==> src/rtl/fetch_ctrl.sv <==
// Fetch controller: owns the PC, issues fetches to inst_if, and holds one fetched
// instruction in an IF/ID slot. Redirects arriving mid-fetch are deferred to the next done.
module fetch_ctrl #(
  parameter logic [63:0] RESET_PC = 64'h0000_0000_8000_0000
) (
  input  logic        ACLK,
  input  logic        ARESETn,
  output logic [63:0] inst_address,
  output logic        ce,
  input  logic        stall_from_inst_if,
  input  logic [31:0] inst,
  input  logic        redirect_valid,
  input  logic [63:0] redirect_target,
  input  logic        trap_valid,
  input  logic [63:0] trap_target,
  input  logic        halt,
  input  logic        id_ready,
  output logic        if_valid,
  output logic [63:0] if_pc,
  output logic [31:0] if_inst
);

  typedef enum logic [1:0] {StBoot, StIdle, StBusy, StHalt} state_e;

  state_e      state_q;
  logic [63:0] pc_q;
  logic        ce_q;
  logic        pend_valid_q;
  logic        pend_trap_q;
  logic [63:0] pend_target_q;

  logic        evt;
  logic [63:0] evt_target;
  logic        done;
  logic        squash;
  logic        drain;
  logic        pend_keep;
  logic [63:0] squash_pc;

  always_comb begin
    evt        = trap_valid | redirect_valid;
    evt_target = trap_valid ? trap_target : redirect_target;
    done       = (state_q == StBusy) && !stall_from_inst_if;
    squash     = pend_valid_q | evt | halt;
    drain      = if_valid & id_ready;
    // A pending trap survives a later plain redirect.
    pend_keep  = pend_valid_q & pend_trap_q & ~trap_valid;
    if (trap_valid)                        squash_pc = trap_target;
    else if (pend_valid_q && pend_trap_q)  squash_pc = pend_target_q;
    else if (redirect_valid)               squash_pc = redirect_target;
    else if (pend_valid_q)                 squash_pc = pend_target_q;
    else                                   squash_pc = pc_q;
  end

  assign inst_address = pc_q;
  assign ce           = ce_q;

  always_ff @(posedge ACLK) begin
    if (!ARESETn) begin
      state_q       <= StBoot;
      pc_q          <= RESET_PC;
      ce_q          <= 1'b0;
      pend_valid_q  <= 1'b0;
      pend_trap_q   <= 1'b0;
      pend_target_q <= 64'd0;
      if_valid      <= 1'b0;
      if_pc         <= 64'd0;
      if_inst       <= 32'd0;
    end else begin
      case (state_q)
        StBoot: state_q <= StIdle;
        StIdle: begin
          if (drain || evt) if_valid <= 1'b0;
          if (evt) pc_q <= evt_target;
          if (halt) begin
            state_q  <= StHalt;
            if_valid <= 1'b0;
          end else if (!if_valid || id_ready) begin
            state_q <= StBusy;
            ce_q    <= 1'b1;
          end
        end
        StBusy: begin
          if (!done) begin
            if (drain || evt) if_valid <= 1'b0;
            if (evt && !pend_keep) begin
              pend_valid_q  <= 1'b1;
              pend_trap_q   <= trap_valid;
              pend_target_q <= evt_target;
            end
          end else if (!squash) begin
            if_valid <= 1'b1;
            if_pc    <= pc_q;
            if_inst  <= inst;
            pc_q     <= pc_q + 64'd4;
            state_q  <= StIdle;
            ce_q     <= 1'b0;
          end else begin
            // Wrong-path or halted fetch: drop the instruction, retarget.
            if_valid      <= 1'b0;
            pc_q          <= squash_pc;
            pend_valid_q  <= 1'b0;
            pend_trap_q   <= 1'b0;
            pend_target_q <= 64'd0;
            if (halt) begin
              state_q <= StHalt;
              ce_q    <= 1'b0;
            end
          end
        end
        StHalt: begin
          if_valid <= 1'b0;
          ce_q     <= 1'b0;
        end
        default: state_q <= StBoot;
      endcase
    end
  end

endmodule

==> config.mk <==
export PLATFORM = sky130hd
export DESIGN_NAME = fetch_ctrl
export DESIGN_NICKNAME = d
export VERILOG_FILES = /design/src/rtl/fetch_ctrl.sv
export SDC_FILE = /design/constraint.sdc
export NUM_CORES = 1
export LEC_CHECK = 0
export ABC_AREA = 1
export CAP_MARGIN = 20
export CORE_UTILIZATION = 45
export CTS_CLUSTER_DIAMETER = 80
export DETAILED_ROUTE_END_ITERATION = 8
export PLACE_DENSITY_LB_ADDON = 0.3
export SYNTH_ARGS = -nofsm -noshare
export SYNTH_HDL_FRONTEND = slang
export SYNTH_SLANG_ARGS = --single-unit
export TNS_END_PERCENT = 10
==> constraint.sdc <==
create_clock -name ACLK -period 2.55 [get_ports ACLK]
set_clock_uncertainty 0.1 [all_clocks]
set_input_delay 0.51 -clock ACLK [delete_from_list [all_inputs] [get_ports ACLK]]
set_output_delay 0.51 -clock ACLK [all_outputs]
set_load 0.1 [all_outputs]
==> impl_table.tex <==
\begin{tabular}{lr}
\hline
Metric & Value \\
\hline
\multicolumn{2}{l}{\textbf{Outcome}} \\
\quad Result of the run & complete, no violations \\
\multicolumn{2}{l}{\textbf{CTS}} \\
\quad Number of setup buffers added after CTS & 0 \\
\quad Library cell used as clock root buffer & sky130\_fd\_sc\_hd\_\_clkbuf\_16 \\
\quad Clock slew seen by the registers of the worst setup and hold paths & around 0.06 ns \\
\quad Cells resized by post-CTS repair & 0 \\
\quad Post-CTS Hold Buffers & 0 \\
\quad Max Buffers Root-to-Sink & 3 \\
\quad Number of clock sinks & 230 \\
\quad Number of clock buffers inserted by TritonCTS & 27 \\
\quad H-tree depth & 1 \\
\quad Clock Latency Late Sink & $\sim$0.55 ns \\
\quad CTS tree & yes \\
\multicolumn{2}{l}{\textbf{Synthesis}} \\
\quad Async set-or-reset flop fraction in the synthesized netlist & 0 \\
\quad Syn\_nets & between 2000 and 2500 \\
\quad Fraction of the yosys area taken by sequential cells & 0.352 \\
\quad Yosys top cell area share & 0.352 \\
\quad Number of warnings reported in the yosys synthesis log & 0 \\
\quad Cell taking the most area after synthesis & sky130\_fd\_sc\_hd\_\_dfxtp\_1 \\
\quad Synth Register Bits & 230 \\
\quad Cell count after synthesis & $\sim$2100 \\
\quad Biggest area contributors in the synthesized netlist & sky130\_fd\_sc\_hd\_\_dfxtp\_1 (35\%), sky130\_fd\_sc\_hd\_\_nand2\_1 (15\%), sky130\_fd\_sc\_hd\_\_a21oi\_1 (12\%) \\
\quad Yosys cell types & 42 \\
\quad Synth Flop Type & sky130\_fd\_sc\_hd\_\_dfxtp\_1 \\
\quad Most used standard cell by instance count after synthesis & sky130\_fd\_sc\_hd\_\_nand2\_1 \\
\quad Most frequent cells after synthesis & sky130\_fd\_sc\_hd\_\_nand2\_1 (519), sky130\_fd\_sc\_hd\_\_nor2\_1 (329), sky130\_fd\_sc\_hd\_\_a21oi\_1 (302), sky130\_fd\_sc\_hd\_\_dfxtp\_1 (230), sky130\_fd\_sc\_hd\_\_o21ai\_0 (227) \\
\quad Mean post-synth cell area & 6.15 um\^{}2 \\
\quad Cell area after technology mapping & 13100 um\^{}2 \\
\quad Post-synth EDFFs & 0 \\
\multicolumn{2}{l}{\textbf{Timing}} \\
\quad Transition time at the pin with the least slew margin & 1.02 ns \\
\quad Fin worst setup slack & between 0.1 and 0.15 ns \\
\quad Setup repair after global routing missed its margin & false \\
\quad Max-slew violation count & 0 \\
\quad Min Clock Period, post-route & 2.43 ns \\
\quad Tightest slew margin relative to the limit & 0.321 \\
\quad Final Setup Violations & 0 \\
\quad Final clock period utilization by the worst path & 0.952 \\
\quad Maximum clock frequency & $\sim$0.4 GHz \\
\quad Fin Hold WS & between 0.3 and 0.4 ns \\
\quad Count of final hold-check violations & 0 \\
\multicolumn{2}{l}{\textbf{Detailed routing}} \\
\quad Amount of wire on met2 after detailed routing & roughly 23 mm \\
\quad Met3 wire len & approximately 4.6 mm \\
\quad Number of DRC markers in iteration 0 & $\sim$1500 \\
\quad WL met1 & 22.6 mm \\
\quad Vias per cell & approximately 5.5 \\
\quad Highest metal used & met4 \\
\quad Total wire length & $\sim$52 mm \\
\quad Number of vias after detailed routing & around 15000 \\
\quad DRT Pass-1 Iters & 5 \\
\quad Antenna Nets Post-Route & 0 \\
\quad Routed length per instance & roughly 19 um \\
\quad Number of design rule violations left after detail routing & 0 \\
\multicolumn{2}{l}{\textbf{Final layout}} \\
\quad Final layout net count & 2600 \\
\quad Area overhead of the layout relative to synthesis & 33.1\% \\
\quad Filler cells & between 2000 and 3000 \\
\quad Antenna diodes & 0 \\
\quad Share of the core filled with cells in the final layout & 0.608 \\
\quad Filler-free cell count of the finished design & $\sim$2800 \\
\quad Share of cells above drive strength 1 & 0.135 \\
\multicolumn{2}{l}{\textbf{Min path}} \\
\quad Worst hold stages & 2 \\
\quad Worst Min Path Start & pend\_target\_q[26]\$\_SDFFE\_PN0P\_ \\
\quad Hold-critical path endpoint & pend\_target\_q[26]\$\_SDFFE\_PN0P\_ \\
\quad Path type of the worst min-delay path & reg -> reg \\
\multicolumn{2}{l}{\textbf{Job}} \\
\quad Number of max-cap violations & 0 \\
\multicolumn{2}{l}{\textbf{Placed design}} \\
\quad Final GP Congestion & 0.965 \\
\quad Inst Count DP & roughly 2800 \\
\quad Placement-stage worst setup slack & -0.0160 ns \\
\quad Count of input and output buffers & between 300 and 400 \\
\quad Detail Placement HPWL & roughly 40 mm \\
\multicolumn{2}{l}{\textbf{Power}} \\
\quad Power per Cell Area & between 900 and 1000 nW/um\^{}2 \\
\quad Power, Total & approximately 0.017 W \\
\quad Static Leakage & 7.35 nW \\
\quad Largest vdd supply drop & a little over 600 uV \\
\multicolumn{2}{l}{\textbf{Setup path}} \\
\quad WP data required & slightly below 3 ns \\
\quad Start-to-end type of the worst setup path & reg -> reg \\
\quad Crit path arrival time & about 2.8 ns \\
\quad End of the worst register-to-register path & inst\_address[60]\$\_SDFFE\_PN0P\_ \\
\quad Worst Reg-to-Reg Cells & 11 \\
\quad Element type at the critical path end & flop \\
\quad Critical path launch point type & flop \\
\quad Worst reg2reg setup slack & between 0.1 and 0.15 ns \\
\quad Worst-path fanout max & 6 \\
\quad Start of the worst register-to-register path & inst\_address[3]\$\_SDFFE\_PN0P\_ \\
\multicolumn{2}{l}{\textbf{Floorplan}} \\
\quad Top Ports & approximately 330 \\
\quad Die span in y & 173 um \\
\quad Starting Density & 0.457 \\
\quad Area of the die & 29800 um\^{}2 \\
\quad Die span in x & between 150 and 200 um \\
\quad Row cnt & 62 \\
\quad Area of the core region & between 20000 and 30000 um\^{}2 \\
\multicolumn{2}{l}{\textbf{GRT}} \\
\quad Initial antenna violation count & 0 \\
\quad Vias in the first global route & $\sim$14000 \\
\quad GR Util All Layers & 0.342 \\
\quad Largest net degree at the start of global routing & about 110 \\
\quad Global-route wire length before repair & a little over 80 mm \\
\quad Sum of overflow across all layers after global routing & 0 \\
\hline
\end{tabular}
-- metal layers --
| layer | vias to the layer above | global-route usage |
|---|---|---|
| met5 | - | 0 |
| met4 | 0 | 0.123 |
| met3 | 94 | 0.0563 |
| met2 | 773 | 0.551 |
| met1 | 7072 | 0.462 |
| li1 | 7525 | - |
-- how the worst max path moves through the flow --
| stage | startpoint | cells after the start | slack [ns] | end |
|---|---|---|---|---|
| CTS | inst_address[3]$_SDFFE_PN0P_ | 10 | 0.20 | inst_address[22]$_SDFFE_PN0P_ |
| finish | inst_address[3]$_SDFFE_PN0P_ | 11 | 0.12 | inst_address[60]$_SDFFE_PN0P_ |
| global placement | halt | 9 | 0.07 | inst_address[33]$_SDFFE_PN0P_ |
| detailed placement | redirect_valid | 9 | -0.02 | if_pc[26]$_SDFFE_PN0P_ |
| global route | inst_address[3]$_SDFFE_PN0P_ | 11 | 0.02 | inst_address[36]$_SDFFE_PN0P_ |
| floorplan | inst_address[10]$_SDFFE_PN0P_ | 11 | 0.13 | inst_address[53]$_SDFFE_PN0P_ |
-- metrics by stage --
stage / TNS [ns] / instance area, um^2
2_1_floorplan: 0 / 13100
4_1_cts: 0 / 17400
3_3_place_gp: 0 / 16600
5_1_grt: 0 / 17400
6_report: 0 / 17400
3_5_place_dp: -0.0160 / 16600
-- cell usage in the layout (no fill, tap or decap), types with 5 or more instances in the layout --
master and count:
sky130_fd_sc_hd__nand2_2 9, sky130_fd_sc_hd__nand3_1 93, sky130_fd_sc_hd__clkdlybuf4s50_1 164, sky130_fd_sc_hd__buf_12 16
sky130_fd_sc_hd__nor2_4 5, sky130_fd_sc_hd__clkinv_2 5, sky130_fd_sc_hd__clkbuf_1 9, sky130_fd_sc_hd__nor2_1 329
sky130_fd_sc_hd__nor2_2 6, sky130_fd_sc_hd__o21ai_1 35, sky130_fd_sc_hd__clkbuf_8 5, sky130_fd_sc_hd__inv_2 9
sky130_fd_sc_hd__or2_2 12, sky130_fd_sc_hd__inv_1 149, sky130_fd_sc_hd__o22ai_1 18, sky130_fd_sc_hd__a21oi_1 302
sky130_fd_sc_hd__o21ai_0 227, sky130_fd_sc_hd__a31oi_1 9, sky130_fd_sc_hd__nand2_1 519, sky130_fd_sc_hd__o21bai_1 6
sky130_fd_sc_hd__buf_4 219, sky130_fd_sc_hd__dfxtp_1 228, sky130_fd_sc_hd__clkbuf_16 27
-- cells by family (layout without fill, tap and decap cells) --
kind of cell,count (synthesis),count (layout),synth area share
buf+inv,290,608,0.0940
flops,230,230,0.352
compound gates,608,608,0.239
xor+xnor,6,6,0.00402
simple gates,989,989,0.305
mux,1,1,0.000765
fa+ha+maj,5,5,0.00478
-- worst max-delay path, stage by stage, from the launching register on --
cell and delay, ns:
sky130_fd_sc_hd__dfxtp_2 0.40, sky130_fd_sc_hd__ha_1 0.28, sky130_fd_sc_hd__inv_1 0.08, sky130_fd_sc_hd__nor2_1 0.22
sky130_fd_sc_hd__nand3_1 0.20, sky130_fd_sc_hd__inv_1 0.21, sky130_fd_sc_hd__nand2_1 0.27, sky130_fd_sc_hd__o21ai_1 0.22
sky130_fd_sc_hd__nand3_1 0.11, sky130_fd_sc_hd__nand2_1 0.08, sky130_fd_sc_hd__nand2_1 0.05, sky130_fd_sc_hd__a21oi_1 0.12
-- registers in the layout (all words and copies together) (netlist names), 2 cells and up --
register and cells:
if_inst 32, pend_target_q 64, if_pc 64, state_q 2
inst_address 64
-- cell type report --
class                           instances  area (um^2)  share of cell area
Multi-Input combinational cell       1609         7270               0.417
Sequential cell                       230         4610               0.265
Timing Repair Buffer                  400         3610               0.207
Clock buffer                           41          778              0.0447
Inverter                              160          604              0.0347
Tap cell                              384          480              0.0276
Clock inverter                          7         66.3             0.00381
-- report_power, final --
part	leakage, nW	switching, W	internal, W
logic	5.07	0.00605	0.00223
registers	1.86	0.000796	0.00410
clock network	0.413	0.00158	0.00219
total	7.35	0.00842	0.00852
(Power assumes the default switching activity.)
